==> config.mk <==
export PLATFORM = sky130hd
export DESIGN_NAME = sensor_snapshot_bank
export DESIGN_NICKNAME = d
export VERILOG_FILES = /design/src/rtl/sensor_pkg.sv /design/src/rtl/sensor_age_ctr.sv /design/src/rtl/sensor_snapshot_bank.sv
export SDC_FILE = /design/constraint.sdc
export NUM_CORES = 1
export LEC_CHECK = 0
export CELL_PAD_IN_SITES_DETAIL_PLACEMENT = 0
export CELL_PAD_IN_SITES_GLOBAL_PLACEMENT = 1
export CORE_MARGIN = 5
export CORE_UTILIZATION = 30
export CTS_BUF_LIST = sky130_fd_sc_hd__clkbuf_4
export CTS_CLUSTER_SIZE = 24
export DETAILED_ROUTE_END_ITERATION = 7
export GPL_ROUTABILITY_DRIVEN = 0
export PLACE_DENSITY_LB_ADDON = 0.1
export RECOVER_POWER = 100
export SLEW_MARGIN = 20
export SYNTH_ARGS = -nofsm -noshare
export SYNTH_HDL_FRONTEND = slang
export SYNTH_SLANG_ARGS = --single-unit
==> constraint.sdc <==
create_clock -name clk -period 14.8 [get_ports clk]
set_input_delay 4.44 -clock clk [delete_from_list [all_inputs] [get_ports clk]]
set_output_delay 4.44 -clock clk [all_outputs]
set_load 0.005 [all_outputs]
==> src/rtl/sensor_pkg.sv <==
// Shared constants and address-map helpers for the sensor snapshot bank.
package sensor_pkg;

   localparam int         SENSOR_ADDR_W = 8;
   localparam logic [7:0] ID_BYTE_DFLT  = 8'hA5;

   // Address 0 is the ID byte; channel bytes start at address 1.
   function automatic int ch_of(input int addr, input int ch_bytes);
      return (addr - 1) / ch_bytes;
   endfunction

   // Byte index within a channel, 0 = MSB.
   function automatic int byte_of(input int addr, input int ch_bytes);
      return (addr - 1) % ch_bytes;
   endfunction

endpackage

==> src/rtl/sensor_age_ctr.sv <==
// Per-channel saturating age counter; stale while the count sits at STALE_MAX.
module sensor_age_ctr
   import sensor_pkg::*;
#(
   parameter int STALE_MAX = 1000
) (
   input  logic clk,
   input  logic rst,
   input  logic clear,
   output logic stale
);

   localparam int             AW      = $clog2(STALE_MAX + 1);
   localparam logic [AW-1:0]  AGE_MAX = AW'(STALE_MAX);

   logic [AW-1:0] age;

   // Restart on capture, otherwise count up and hold at the limit.
   always_ff @(posedge clk or posedge rst) begin
      if (rst) begin
         age <= '0;
      end else if (clear) begin
         age <= '0;
      end else if (age != AGE_MAX) begin
         age <= age + 1'b1;
      end
   end

   assign stale = (age == AGE_MAX);

endmodule

==> src/rtl/sensor_snapshot_bank.sv <==
// Sensor register bank: per-channel capture, byte-wide registered reads with
// a single coherency shadow for untorn multi-byte reads, fresh/stale flags.
module sensor_snapshot_bank
   import sensor_pkg::*;
#(
   parameter int         NUM_CH    = 12,
   parameter int         CH_BYTES  = 2,
   parameter int         ADDR_W    = SENSOR_ADDR_W,
   parameter int         STALE_MAX = 1000,
   parameter logic [7:0] ID_BYTE   = ID_BYTE_DFLT
) (
   input  logic                         clk,
   input  logic                         rst,
   input  logic [NUM_CH*CH_BYTES*8-1:0] ch_data,
   input  logic [NUM_CH-1:0]            ch_valid,
   input  logic                         freeze,
   input  logic                         rd_req,
   input  logic [ADDR_W-1:0]            rd_addr,
   output logic [7:0]                   rd_data,
   output logic                         rd_ack,
   output logic [NUM_CH-1:0]            fresh,
   output logic [NUM_CH-1:0]            stale
);

   localparam int CH_W      = (NUM_CH > 1) ? $clog2(NUM_CH) : 1;
   localparam int DW        = CH_BYTES * 8;
   localparam int LAST_ADDR = NUM_CH * CH_BYTES;

   logic [DW-1:0]     ch_reg [NUM_CH];
   logic [DW-1:0]     shadow;
   logic [CH_W-1:0]   sh_tag;
   logic              sh_vld;
   logic [NUM_CH-1:0] cap;

   int                a_int;
   int                byte_int;
   logic              in_range;
   logic              is_msb;
   logic [CH_W-1:0]   sel_ch;
   logic [DW-1:0]     src;
   logic [7:0]        rd_mux;

   assign cap = ch_valid & {NUM_CH{~freeze}};

   // Address decode and read mux; non-MSB bytes come from the shadow when it
   // was last loaded by this same channel.
   always_comb begin
      a_int    = int'(rd_addr);
      in_range = (a_int >= 1) && (a_int <= LAST_ADDR);
      sel_ch   = '0;
      byte_int = 0;
      if (in_range) begin
         sel_ch   = CH_W'(ch_of(a_int, CH_BYTES));
         byte_int = byte_of(a_int, CH_BYTES);
      end
      is_msb = in_range && (byte_int == 0);
      src    = ch_reg[sel_ch];
      if (!is_msb && sh_vld && (sh_tag == sel_ch)) begin
         src = shadow;
      end
      rd_mux = 8'h00;
      if (a_int == 0) begin
         rd_mux = ID_BYTE;
      end else if (in_range) begin
         rd_mux = src[(CH_BYTES - 1 - byte_int) * 8 +: 8];
      end
   end

   // Channel capture registers.
   always_ff @(posedge clk or posedge rst) begin
      if (rst) begin
         for (int k = 0; k < NUM_CH; k++) ch_reg[k] <= '0;
      end else begin
         for (int k = 0; k < NUM_CH; k++) begin
            if (cap[k]) ch_reg[k] <= ch_data[k*DW +: DW];
         end
      end
   end

   // Fresh flags: capture sets (and wins over a same-edge MSB read), MSB read clears.
   always_ff @(posedge clk or posedge rst) begin
      if (rst) begin
         fresh <= '0;
      end else begin
         for (int k = 0; k < NUM_CH; k++) begin
            if (cap[k]) begin
               fresh[k] <= 1'b1;
            end else if (rd_req && is_msb && (sel_ch == CH_W'(k))) begin
               fresh[k] <= 1'b0;
            end
         end
      end
   end

   // Registered read response and shadow load on MSB reads.
   always_ff @(posedge clk or posedge rst) begin
      if (rst) begin
         rd_ack  <= 1'b0;
         rd_data <= 8'h00;
         shadow  <= '0;
         sh_tag  <= '0;
         sh_vld  <= 1'b0;
      end else begin
         rd_ack <= rd_req;
         if (rd_req) rd_data <= rd_mux;
         if (rd_req && is_msb) begin
            shadow <= ch_reg[sel_ch];
            sh_tag <= sel_ch;
            sh_vld <= 1'b1;
         end
      end
   end

   for (genvar k = 0; k < NUM_CH; k++) begin : g_age
      sensor_age_ctr #(.STALE_MAX(STALE_MAX)) u_age (
         .clk   (clk),
         .rst   (rst),
         .clear (cap[k]),
         .stale (stale[k])
      );
   end

endmodule

### After elaboration in Yosys (flattened, before gate mapping)

Index checks and enable logic that the tools add are counted.

* bits in registers: 354
* bits of input ports: 216
* word-level logic and storage cells: 201

* add/sub/neg operators: 15
* order comparisons: 3
* equality and inequality tests: 36
* shifts and indexed selects: 1
* muxes and demuxes: 56
* bitwise gates (word level): 4
* reductions and logical operators: 45

Operators with widths (count)
* $mux 10: 24
* $add 10x1->10 const B: 12
* $eq 10x10->1 const B: 12
* $ne 10x10->1 const B: 12
* $bmux 16 s4: 1
* $mux 16: 3
* $reduce_bool 2->1: 24
* $logic_not 32->1: 1
* $mux 32: 1
* $shiftx 16x32->8: 1
* $sub 2x29->29 const A: 1
* $mux 1: 24
* $logic_and 1x1->1: 17
* $eq 4x3->1 const B: 4
* $eq 4x4->1 const B: 4
* $mux 8: 2
* $and 12x12->12: 1
* $sub 8x1->9 const B: 1
* $eq 4x2->1 const B: 2
* $ge 8x1->1 const B: 1
* $le 8x5->1 const B: 1
* $logic_not 8->1: 1
* $ge 5x5->1 const B: 1
* $not 4->5: 1
* other kinds (8): 8

### Logic depth before layout (Yosys ltp)

* word-level depth: 12
* depth in mapped cells: 18

### Modules after synthesis

Synthesis repeated with hierarchy kept, for this count alone.

* cell total of the unflattened synthesis: 1586
* area, all modules: 17702.0 um^2

Modules (own cells, without submodules)
* sensor_snapshot_bank: instances 1, cells each 890, area an instance 10960.5 um^2, seq. area each 5830.6 um^2
* sensor_age_ctr: instances 12, cells each 58, area an instance 561.8 um^2, seq. area each 250.2 um^2

### Least setup slack after synthesis

Ideal clock, no wire load.

* path type: input-to-reg
* from: input port rd_addr[0]
* to: register rd_data[0]
* setup time: 125 ps
* arrival time: 7401 ps
* data required time: 14675 ps
* slack: 7274 ps
* stages: 17
* buffers on the path: 5
* path through: buf_6 inv_1 ha_1 inv_1 nor2_1 and2_1 ha_1 ha_1 buf_2 buf_2 buf_2 buf_2 nor2_1 a222oi_1 o22ai_1 o22ai_1 a21oi_1

* word-level cells in the longest chain between the ends: 12
* elaborated cells on any way between the ends: 24

RTL lines
* start: declaration: RTL line sensor_snapshot_bank.sv:18 `input logic [ADDR_W-1:0] rd_addr,`
* $sub 8x1->9 (tied with other cells): RTL line sensor_pkg.sv:9, sensor_pkg.sv:14
* $and 1x1->1 (no line) / $logic_and 1x1->1 (equally long branches)
* $add 4x1->4 (no line) / $mux 32 (equally long branches)
* $mux 4 / $logic_not 32->1 (equally long branches): RTL line sensor_snapshot_bank.sv:52, sensor_snapshot_bank.sv:56
* $not 4->5 (not written as such) / $logic_and 1x1->1 (equally long branches): RTL line sensor_snapshot_bank.sv:57, sensor_snapshot_bank.sv:56
* $bmux 16 s4 / $logic_not 1->1 (equally long branches): RTL line sensor_snapshot_bank.sv:57, sensor_snapshot_bank.sv:58
* $mux 16 (not written as such) / $logic_and 1x1->1 (equally long branches) (2 in series): RTL line sensor_snapshot_bank.sv:57, sensor_snapshot_bank.sv:58
* $mux 16: RTL line sensor_snapshot_bank.sv:58 `if (!is_msb && sh_vld && (sh_tag == sel_ch)) begin`
* $shiftx 16x32->8: RTL line sensor_snapshot_bank.sv:65 `rd_mux = src[(CH_BYTES - 1 - byte_int) * 8 +: 8];`
* $mux 8: RTL line sensor_snapshot_bank.sv:64 `end else if (in_range) begin`
* $mux 8 *: RTL line sensor_snapshot_bank.sv:62 `if (a_int == 0) begin`
* end signal: assignment: RTL line sensor_snapshot_bank.sv:105 `if (rd_req) rd_data <= rd_mux;`
* end: declaration: RTL line sensor_snapshot_bank.sv:19 `output logic [7:0] rd_data,`

Mark *: on every way between the ends. The rest lies on a longest branch, timed or not. The select of a mux whose other input is x is not followed.
A chain may end at the register's enable or synchronous reset.

### Worst setup path in the final report

* from: input port rd_addr[0]
* to: register rd_data[3]

Same word-level chain as after synthesis.

==> results_dict.tcl <==
set metrics [dict create \
    routed_wl_mm 56.08 \
    tritoncts_clock_tree "built" \
    first_iter_violations 635 \
    cts_repair_resize_count 0 \
    finish.net_count 2081 \
    std_cell_rows 88 \
    power.internal_mw 1.858 \
    initial_utilization_pct 30.18 \
    cts_clock_pin_slew_for_the_worst_setup_and_hold_paths_ns 0.07 \
    clk_latency_ns 0.82 \
    tritoncts.num_buffers 103 \
    hold_class "reg2reg" \
    period_needed_ns 11.30 \
    run_status "finished, violations left" \
    filler_free_cell_count_of_the_finished_design 2676 \
    cp_data_required_time_ns 15.50 \
    p_leak_nw 9.161 \
    fin_area_um2 21860 \
    timing_worst_setup_path_type "in2reg" \
    comb_power_share_pct 19.0 \
    slew_margin_rel_pct -237.2 \
    setup_slack_ns 3.502 \
    netSwitchingPower_mw 0.7860 \
    globalRouteOverflowTotal 0 \
    mappedNetlistArea_um2 17350 \
    post-synth-top-area-cell "sky130_fd_sc_hd__dfrtp_1" \
    main_flop_type_after_synthesis "sky130_fd_sc_hd__dfrtp_1" \
    number_of_enable_flip_flop_cells_after_synthesis 0 \
    yosysUniqueCellTypes 64 \
    power.clock.fraction_pct 34.6 \
    post-place-cells 2496 \
    finalHoldWorstSlack_ns 0.4823 \
    postSynthCellCount 1551 \
    dpl-instance-area_um2 20670 \
    grt_pass1_vias 13623 \
    max_freq_mhz 88.51 \
    failed_checks "capacitance limit, slew limit" \
    highest-signal-layer "met5" \
    largest_vdd_supply_drop_v 0.00004933 \
    tightest_slew_ns 5.031 \
    timing.critical_path.slowest_cell_delay_ns 2.20 \
    crit_path_cell_trace "dlygate4sd3_1 -> inv_1 -> ha_1 -> inv_1 -> nor2_1 -> and2_0 -> ha_1 -> clkbuf_1 -> nand2b_1 -> a2bb2oi_1 -> mux2_2 -> o22ai_1 -> o2bb2ai_1 -> o221a_1 -> a21oi_1" \
    yosys_register_bits 354 \
    avgRoutedWirePerCell_um 20.96 \
    fin_skew_ns 0.04857 \
    synth-async-reset-ratio_pct 100.0 \
    grt_util_all_layers_pct 17.75 \
    total_power_mw 2.644 \
    critical-path-top-delay-family "buffers and inverters" \
    met3RoutedLength_mm 3.636 \
    switching_share_pct 29.73 \
    critical_path_buf_inv_count 4 \
    post-place-ws_ns 5.211 \
    detailed_placer_s_ending_hpwl_mm 40.35 \
    ctsRootBufferMaster "sky130_fd_sc_hd__clkbuf_4" \
    synth.yosys.seq_area_share_pct 51.06 \
    drt_first_pass_iters 5 \
    multiInputGateArea_um2 7941 \
    met1Wirelength_mm 25.21 \
    critical-path-slowest-cell "sky130_fd_sc_hd__clkbuf_1" \
    worstSetupStartpointType "input pin" \
    port_buffers 248 \
    pwr_density_cell_nw_per_um2 121.0 \
    die_h_um 250.5 \
    final_hold_viol_count 0 \
    route.detailed.vias_per_inst 4.873 \
    placeable_area_um2 57480 \
    synthesized_net_count 1796 \
    timing.final.setup_violations 0 \
    cts_max_level 3 \
    footprint_of_the_flip_flops_and_latches_um2 8859 \
    drv_cap 15 \
    global_route_wire_length_before_repair_mm 85.46 \
    route.vias.total 13039 \
    top_level_ports 249 \
    synth_top_cells_by_area "sky130_fd_sc_hd__dfrtp_1 (51%), sky130_fd_sc_hd__mux2_2 (14%), sky130_fd_sc_hd__nand2_1 (3.0%)" \
    finalSetupTns_ns 0 \
    grt_start_max_net_pins 174 \
    end_kind "flop" \
    grt_antenna_before_repair 7 \
    sink_count 354 \
    post-synth-top-area-fraction_pct 51.06 \
    final_layout_size_suffix_gt1_share_pct 22.68 \
    met2RoutedLength_mm 26.15 \
    power.sequential.fraction_pct 46.3 \
    drt.antenna.violating_nets 0 \
    rsz0062_at_grt "false" \
    n_fill_cell 5819 \
    post_cts_setup_buffer_count 0 \
    ys.warnings.count 0 \
    die_w_um 250.5 \
    area_growth_pct 25.99 \
    timing.final.crit_share_pct 76.33 \
    largest_register_ff_count 192 \
    cp.arrival_ns 12.00 \
    clock_path_buffers 3 \
    number_of_remaining_drc_errors 0 \
    final_core_utilization_pct 38.03 \
    timing.final.max_slew_violations 533 \
    worstPathMaxFanout 41 \
    die_area_um2 62740 \
    cts_hold_repair.buffers 0 \
    syn_avg_cell_area_um2 11.18 \
]
[layer usage]
layer / up-vias / GRT usage, %
li1: 6101 / -
met1: 6474 / 24.06
met2: 363 / 28.21
met3: 91 / 5.098
met4: 10 / 4.397
met5: - / 0
[power groups by stage]
stage / Sequential (mW) / Clock [mW] / Combinational [mW]
floorplan: 1.20 / 0 / 0.334
global placement: 1.24 / 0 / 0.505
detailed placement: 1.24 / 0 / 0.512
CTS: 1.23 / 0.965 / 0.514
global route: 1.25 / 1.02 / 0.560
finish: 1.22 / 0.916 / 0.503
[final cells by class]
type | instances | share of cell area (%)
antenna | 2 | 0.02290
clock buffer | 153 | 5.255
clock inverter | 25 | 0.5782
inverter | 55 | 0.9503
multi-input combinational | 1053 | 36.33
sequential | 354 | 40.53
tap | 765 | 4.379
timing repair buffer | 269 | 11.95
[cell usage after synthesis (all sizes together), types with 13 or more instances]
library cell,instances
and3,27
nand2b,14
inv,55
a21oi,49
ha,29
nand3,53
mux4,19
clkbuf,46
mux2i,27
buf,43
nand2,138
xor2,45
a211oi,13
o21ai,61
mux2,217
nor2,130
nor2b,18
or3,37
dfrtp,354
xnor2,33
[worst reg2reg max path: stages (launching register included)]
cell and delay [ns]:
sky130_fd_sc_hd__dfrtp_1 0.43, sky130_fd_sc_hd__or3b_2 0.45, sky130_fd_sc_hd__o22ai_1 0.17, sky130_fd_sc_hd__a211oi_2 0.17, sky130_fd_sc_hd__a211oi_4 0.47, sky130_fd_sc_hd__a41o_1 0.27, sky130_fd_sc_hd__a21oi_1 0.04
[logic make-up (layout without fill, tap and decap cells)]
family / Yosys count / after routing / share of synthesized area (%)
other: 0 / 2 / 0
adder cells (fa/ha/maj): 29 / 29 / 2.092
XOR/XNOR: 79 / 79 / 4.154
flip-flops: 354 / 354 / 51.06
AND/OR/NAND/NOR: 469 / 469 / 12.87
AO/OA/AOI/OAI: 213 / 213 / 8.164
buffers and inverters: 144 / 502 / 3.549
multiplexers: 263 / 263 / 18.11
[worst paths after layout]
path                                  from                    end  slack, ns  cells after the start
worst min-delay path            shadow[10]             shadow[10]       0.48                      2
max in group asynchronous              rst              sh_tag[2]       6.80                      3
worst max-delay path            rd_addr[0]             rd_data[3]       3.50                     15
worst min register to register  shadow[10]             shadow[10]       0.48                      2
min in group asynchronous              rst  g_age[7].u_age.age[2]       5.60                      2
worst max register to register   sh_tag[1]             rd_data[2]      12.63                      6
[layout by cell type (no fill, tap or decap), drive strengths merged, types with 49 or more instances in the layout]
master and count:
a21oi 49, inv 55, o21ai 61, dfrtp 354, nor2 130, clkdlybuf4s50 212
nand3 53, clkbuf 165, nand2 138, mux2 217
(Power assumes the default switching activity.)
